--- src/rtl/tx_frame_shaper_pkg.sv ---
// ---------------------------------------------------------------------------
// eth_defs
// Shared Ethernet framing definitions for the TX frame shaper.
//   ETH_MIN_FRAME  : minimum frame length toward the MAC, FCS excluded
//   ETH_MAX_FRAME  : maximum frame length toward the MAC, FCS excluded
//   ETH_CNT_W      : width of the per-frame byte counter
//   shaper_state_t : shaper FSM state encodings (PASS / PAD / DROP)
// ---------------------------------------------------------------------------
package eth_defs;

    localparam int ETH_MIN_FRAME = 60;
    localparam int ETH_MAX_FRAME = 1514;
    localparam int ETH_CNT_W     = 11;

    typedef enum logic [1:0] {
        PASS = 2'd0,
        PAD  = 2'd1,
        DROP = 2'd2
    } shaper_state_t;

endpackage

--- src/rtl/tx_frame_shaper.sv ---
// ---------------------------------------------------------------------------
// tx_frame_shaper
// Sits between an upstream byte stream and the MAC transmit interface.
// Short frames are padded with 0x00 up to MIN_FRAME bytes, frames that reach
// MAX_FRAME bytes without a last beat are cut and flagged bad, and the rest
// of an over-length frame is swallowed. A single output register stage
// decouples the MAC handshake from upstream.
//
// Ports
//   clk            : MAC transmit clock, rising edge
//   reset          : asynchronous, active-low
//   in_valid       : upstream byte valid
//   in_data[7:0]   : upstream byte
//   in_last        : final upstream byte of the frame
//   in_err         : upstream error flag, sampled on every accepted beat
//   in_ready       : upstream beat is accepted this cycle
//   tx_mac_valid   : byte valid toward the MAC
//   tx_mac_data    : byte toward the MAC
//   tx_mac_last    : final byte of the frame toward the MAC
//   tx_mac_err     : frame is bad, only ever set together with tx_mac_last
//   tx_mac_ready   : MAC accepts the output beat
//   frame_done     : one-cycle pulse when a last beat enters the output reg
//   pad_count      : wrapping count of padded frames
//   trunc_count    : wrapping count of truncated frames
//
// state | meaning
// ------+--------------------------------------------------------------
// PASS  | forward upstream bytes, count them, track sticky error
// PAD   | upstream stalled, emit 0x00 until the frame reaches MIN_FRAME
// DROP  | frame was cut at MAX_FRAME, discard beats up to its in_last
// ---------------------------------------------------------------------------
module tx_frame_shaper
    import eth_defs::*;
#(
    parameter int MIN_FRAME = ETH_MIN_FRAME,
    parameter int MAX_FRAME = ETH_MAX_FRAME
) (
    input  logic        clk,
    input  logic        reset,
    input  logic        in_valid,
    input  logic [7:0]  in_data,
    input  logic        in_last,
    input  logic        in_err,
    output logic        in_ready,
    output logic        tx_mac_valid,
    output logic [7:0]  tx_mac_data,
    output logic        tx_mac_last,
    output logic        tx_mac_err,
    input  logic        tx_mac_ready,
    output logic        frame_done,
    output logic [15:0] pad_count,
    output logic [15:0] trunc_count
);

    // Frame-length limits compared against cnt+1, so one extra bit of
    // headroom keeps the increment from wrapping.
    localparam logic [ETH_CNT_W:0] MIN_L = (ETH_CNT_W+1)'(MIN_FRAME);
    localparam logic [ETH_CNT_W:0] MAX_L = (ETH_CNT_W+1)'(MAX_FRAME);

    shaper_state_t          r_state;
    shaper_state_t          w_next_state;
    logic [ETH_CNT_W-1:0]   r_cnt;
    logic [ETH_CNT_W-1:0]   w_cnt_next;
    logic [ETH_CNT_W:0]     w_cnt_inc;
    logic                   r_err_acc;
    logic                   w_err_acc_next;

    logic                   r_valid;
    logic [7:0]             r_data;
    logic                   r_last;
    logic                   r_err;
    logic                   r_frame_done;
    logic [15:0]            r_pad_count;
    logic [15:0]            r_trunc_count;

    logic                   w_advance;
    logic                   w_load;
    logic [7:0]             w_ld_data;
    logic                   w_ld_last;
    logic                   w_ld_err;
    logic                   w_done;
    logic                   w_pad_inc;
    logic                   w_trunc_inc;
    logic                   w_in_ready;

    // The output register may take a new beat whenever it is empty or the
    // MAC is consuming the current one.
    assign w_advance = !r_valid || tx_mac_ready;
    assign w_cnt_inc = {1'b0, r_cnt} + {{ETH_CNT_W{1'b0}}, 1'b1};

    // -----------------------------------------------------------------
    // FSM state register
    // -----------------------------------------------------------------
    always_ff @(posedge clk or negedge reset) begin
        if (!reset) begin
            r_state   <= PASS;
            r_cnt     <= '0;
            r_err_acc <= 1'b0;
        end else begin
            r_state   <= w_next_state;
            r_cnt     <= w_cnt_next;
            r_err_acc <= w_err_acc_next;
        end
    end

    // -----------------------------------------------------------------
    // FSM next state, output-register load and counter strobes
    // -----------------------------------------------------------------
    always_comb begin
        w_next_state   = r_state;
        w_cnt_next     = r_cnt;
        w_err_acc_next = r_err_acc;
        w_load         = 1'b0;
        w_ld_data      = 8'h00;
        w_ld_last      = 1'b0;
        w_ld_err       = 1'b0;
        w_done         = 1'b0;
        w_pad_inc      = 1'b0;
        w_trunc_inc    = 1'b0;
        w_in_ready     = 1'b0;

        case (r_state)
            PASS: begin
                w_in_ready = w_advance;
                if (in_valid && w_advance) begin
                    w_load         = 1'b1;
                    w_ld_data      = in_data;
                    w_cnt_next     = w_cnt_inc[ETH_CNT_W-1:0];
                    w_err_acc_next = r_err_acc | in_err;
                    if (in_last) begin
                        if (w_cnt_inc >= MIN_L) begin
                            w_ld_last      = 1'b1;
                            w_ld_err       = r_err_acc | in_err;
                            w_done         = 1'b1;
                            w_cnt_next     = '0;
                            w_err_acc_next = 1'b0;
                        end else begin
                            // Short frame: last is withheld until the pad
                            // bytes have been emitted.
                            w_next_state = PAD;
                        end
                    end else if (w_cnt_inc == MAX_L) begin
                        // An in_last on this same byte took the branch above,
                        // so only a genuinely over-length frame lands here.
                        w_ld_last      = 1'b1;
                        w_ld_err       = 1'b1;
                        w_done         = 1'b1;
                        w_trunc_inc    = 1'b1;
                        w_cnt_next     = '0;
                        w_err_acc_next = 1'b0;
                        w_next_state   = DROP;
                    end
                end
            end

            PAD: begin
                if (w_advance) begin
                    w_load     = 1'b1;
                    w_ld_data  = 8'h00;
                    w_cnt_next = w_cnt_inc[ETH_CNT_W-1:0];
                    if (w_cnt_inc == MIN_L) begin
                        w_ld_last      = 1'b1;
                        w_ld_err       = r_err_acc;
                        w_done         = 1'b1;
                        w_pad_inc      = 1'b1;
                        w_cnt_next     = '0;
                        w_err_acc_next = 1'b0;
                        w_next_state   = PASS;
                    end
                end
            end

            DROP: begin
                w_in_ready = 1'b1;
                if (in_valid && in_last) begin
                    w_next_state = PASS;
                end
            end

            default: begin
                w_next_state   = PASS;
                w_cnt_next     = '0;
                w_err_acc_next = 1'b0;
            end
        endcase
    end

    // -----------------------------------------------------------------
    // Output register stage and statistics
    // -----------------------------------------------------------------
    always_ff @(posedge clk or negedge reset) begin
        if (!reset) begin
            r_valid       <= 1'b0;
            r_data        <= 8'h00;
            r_last        <= 1'b0;
            r_err         <= 1'b0;
            r_frame_done  <= 1'b0;
            r_pad_count   <= 16'h0000;
            r_trunc_count <= 16'h0000;
        end else begin
            if (w_advance) begin
                r_valid <= w_load;
                if (w_load) begin
                    r_data <= w_ld_data;
                    r_last <= w_ld_last;
                    r_err  <= w_ld_err;
                end
            end
            r_frame_done <= w_done;
            if (w_pad_inc) begin
                r_pad_count <= r_pad_count + 16'd1;
            end
            if (w_trunc_inc) begin
                r_trunc_count <= r_trunc_count + 16'd1;
            end
        end
    end

    // in_ready is combinational from the MAC handshake; gating with reset
    // keeps it low for the whole time reset is held.
    assign in_ready     = w_in_ready & reset;
    assign tx_mac_valid = r_valid;
    assign tx_mac_data  = r_data;
    assign tx_mac_last  = r_last;
    assign tx_mac_err   = r_err;
    assign frame_done   = r_frame_done;
    assign pad_count    = r_pad_count;
    assign trunc_count  = r_trunc_count;

endmodule
--- config.mk ---
export PLATFORM = sky130hd
export DESIGN_NAME = tx_frame_shaper
export DESIGN_NICKNAME = d
export VERILOG_FILES = /design/src/rtl/tx_frame_shaper_pkg.sv /design/src/rtl/tx_frame_shaper.sv
export SDC_FILE = /design/constraint.sdc
export NUM_CORES = 1
export LEC_CHECK = 0
export ABC_AREA = 1
export CORE_ASPECT_RATIO = 2
export CORE_MARGIN = 1
export CORE_UTILIZATION = 55
export CTS_BUF_LIST = sky130_fd_sc_hd__clkbuf_2 sky130_fd_sc_hd__clkbuf_4 sky130_fd_sc_hd__clkbuf_8
export DETAILED_ROUTE_END_ITERATION = 16
export PLACE_DENSITY = 0.82
export SKIP_LAST_GASP = 1
export SLEW_MARGIN = 5
export SYNTH_ARGS = -nofsm -noshare
export SYNTH_HDL_FRONTEND = slang
export SYNTH_SLANG_ARGS = --single-unit
--- constraint.sdc ---
create_clock -name clk -period 2.55 [get_ports clk]
set_clock_uncertainty 0.15 [all_clocks]
set_input_delay 0.6375 -clock clk [delete_from_list [all_inputs] [get_ports clk]]
set_output_delay 0.6375 -clock clk [all_outputs]
set_load 0.03 [all_outputs]
==> impl_metrics.tcl <==
set metrics [dict create \
    status "finished clean" \
    synthSimpleGateAreaFrac_pct 37.8 \
    post_cts_buffers 0 \
    final_nets 591 \
    ys_seq_area_share_pct 41.4 \
    cts_buffer_depth 2 \
    gp_congestion 0.962 \
    track_usage_pct 31.1 \
    cts_tree "yes" \
    yosys.area_share.adder_pct 1.78 \
    clockPowerShare_pct 28.6 \
    setup.worst_path.class "in -> out" \
    worstPathRequired_ps 1760 \
    avgSynthCellArea_um2 7.03 \
    cts_resized 0 \
    cts_hold_buf 0 \
    synthCells 499 \
    multi_input_area_um2 1790 \
    sw_frac_of_total_pct 39.1 \
    rsz0062_at_grt "no" \
    synth_nets 518 \
    row_count 40 \
    syn_area_um2 3510 \
    fmax_mhz 408 \
    ioPinCount 59 \
    grt_pass1_vias 3400 \
    dp_worst_setup_slack_ps 116 \
    wl_per_cell_um 14.2 \
    grt_pass1_wl_um 15600 \
    antennaDiodeCount 0 \
    power-per-cell-area_nw_per_um2 694 \
    wirelength_met1_um 3480 \
    route.met2.wl_um 5040 \
    fillers 492 \
    via_count 3514 \
    synth-warning-count 0 \
    antenna_found_initial 0 \
    worstPathMaxFanout 3 \
    synth-seq-cells 58 \
    finalSetupTns_ps 0 \
    dr.pass1.iters 4 \
    die_h_um 115 \
    drtIter0Drc 188 \
    hold_viol 0 \
    report.final.slew_viol_count 0 \
    cts_num_sinks 58 \
    cp-start-kind "primary input" \
    timing.hold.ws_ps 351 \
    post-route-util_pct 73.7 \
    clock_tree.root_cell "clkbuf_8" \
    routed_via_density 5.32 \
    muxShareOfSynthArea_pct 0 \
    crit_path_end_kind "primary output" \
    seq_power_share_pct 36.3 \
    io_buffers 58 \
    fin_crit_sh_pct 96.1 \
    core_area_um2 6060 \
    grt_max_degree 59 \
    synth_top_family_by_area "simple AND/OR/NAND/NOR gates" \
    seq_area_um2 1450 \
    timing.final.ws_setup_ps 99.4 \
    setup_viol_count_final 0 \
    die_area_um2 6720 \
    synth_xor_xnor_area_share_pct 5.74 \
    worstSkewPairLatency_ps 360 \
    htreeDepth 3 \
    die_w_um 58.5 \
    yosysUniqueCellTypes 28 \
    worst_pin_slew_ps 736 \
    hold_class "reg -> reg" \
    max_cap_viol_count 0 \
    p_switching_uw 1210 \
    crit_arrival_ps 1660 \
    clkTransAtPathRegs_ps 70 \
    route.detailed.drc 0 \
    cts_buffers 9 \
    routed.top_layer "met4" \
    start_util_pct 58.0 \
    ant_nets 0 \
    power_leakage_uw 0.00206 \
    synth-compound-area-share_pct 5.67 \
    period_needed_ps 2450 \
    dr_wl_met3_um 370 \
    wirelength_um 9370 \
    layout_common_cells "169 x nand2_1, 61 x inv_1, 58 x dfrtp_1, 56 x clkdlybuf4s50_1, 53 x nor2_1" \
    p_int_uw 1890 \
    slew_headroom_pct 51.0 \
    overflow 0 \
    drive_gt1_share_pct 7.11 \
    layout_commonest_cell "nand2_1" \
    vdd_drop_max_v 0.000589 \
    dp_hpwl_um 6980 \
    power_frac_comb_pct 35.1 \
    syn_to_final_growth_pct 27.2 \
]
-- worst max-delay path: stages --
cell and delay (ps):
clkdlybuf4s50_1 400, nor2_1 230, nand2_1 120, nand3_1 80, inv_1 40, buf_4 160
-- logic make-up (layout without fill, tap and decap cells) --
kind of cell	after synthesis	after routing
compound gates	33	33
xor+xnor	23	23
buf+inv	70	148
simple gates	310	310
fa+ha+maj	5	5
flops	58	58
-- final cells by class --
type / count / share of cell area, %
timing repair buffer: 69 / 15.3
clock buffer: 9 / 2.78
tap: 84 / 2.35
inverter: 63 / 5.30
multi-input combinational: 371 / 40.1
clock inverter: 7 / 1.74
sequential: 58 / 32.5
-- final timing paths --
check                      cells after the start              to      startpoint  slack (ps)
min in group asynchronous                      2  tx_mac_data[3]           reset         360
hold reg to reg                                1  tx_mac_data[4]  tx_mac_data[4]         350
setup reg to reg                              15    pad_count[9]        r_cnt[0]         200
max in group asynchronous                      2  trunc_count[8]           reset        1380
hold / removal                                 1  tx_mac_data[4]  tx_mac_data[4]         350
setup / recovery                               6        in_ready    tx_mac_ready         100
-- layer usage --
metal	up-vias	track usage [%]
li1	1726	-
met3	37	7.09
met5	-	0
met2	108	54.9
met1	1643	32.8
met4	0	18.3
-- flip-flops by register name, summed over array words and instances (netlist names) --
name	count
r_state	2
tx_mac_err	1
pad_count	16
r_cnt	11
tx_mac_valid	1
trunc_count	16
r_err_acc	1
frame_done	1
tx_mac_last	1
tx_mac_data	8
-- power groups by stage --
| stage | sequential, uW | clock, uW | combinational [uW] |
|---|---|---|---|
| 3_5_place_dp | 1140 | 0 | 1080 |
| 4_1_cts | 1120 | 893 | 1090 |
| 3_3_place_gp | 1130 | 0 | 1050 |
| 2_1_floorplan | 1280 | 0 | 466 |
| 5_1_grt | 1140 | 928 | 1190 |
| 6_report | 1120 | 886 | 1090 |
-- synth_stat cells --
master	instances	area share (%)
nand3_1	50	7.1
o31ai_1	1	0.21
nor2_2	5	0.89
a21oi_1	1	0.14
buf_2	3	0.43
o21ai_0	12	1.7
clkbuf_1	3	0.32
xnor2_1	10	2.5
clkinv_1	1	0.11
nand4_1	8	1.4
nor2b_1	1	0.18
dfrtp_1	58	41
nor4_1	2	0.36
ha_1	5	1.8
nor2_4	1	0.32
o22ai_1	1	0.18
inv_2	1	0.11
xor2_1	13	3.2
buf_4	1	0.21
nand2_1	169	18
a22o_1	8	2.0
o21ai_1	10	1.4
nand3b_1	3	0.64
nor3_1	13	1.9
nand2_2	2	0.36
nand3_2	3	0.86
nor2_1	53	5.7
inv_1	61	6.5
-- metrics by stage --
stage,power [uW],instance area (um^2),instances
3_3_place_gp,2180,4260,645
3_5_place_dp,2220,4260,645
6_report,3100,4460,661
2_1_floorplan,1740,3510,499
5_1_grt,3260,4460,661
4_1_cts,3100,4460,661
No activity file was read; power rests on OpenSTA's default activity.
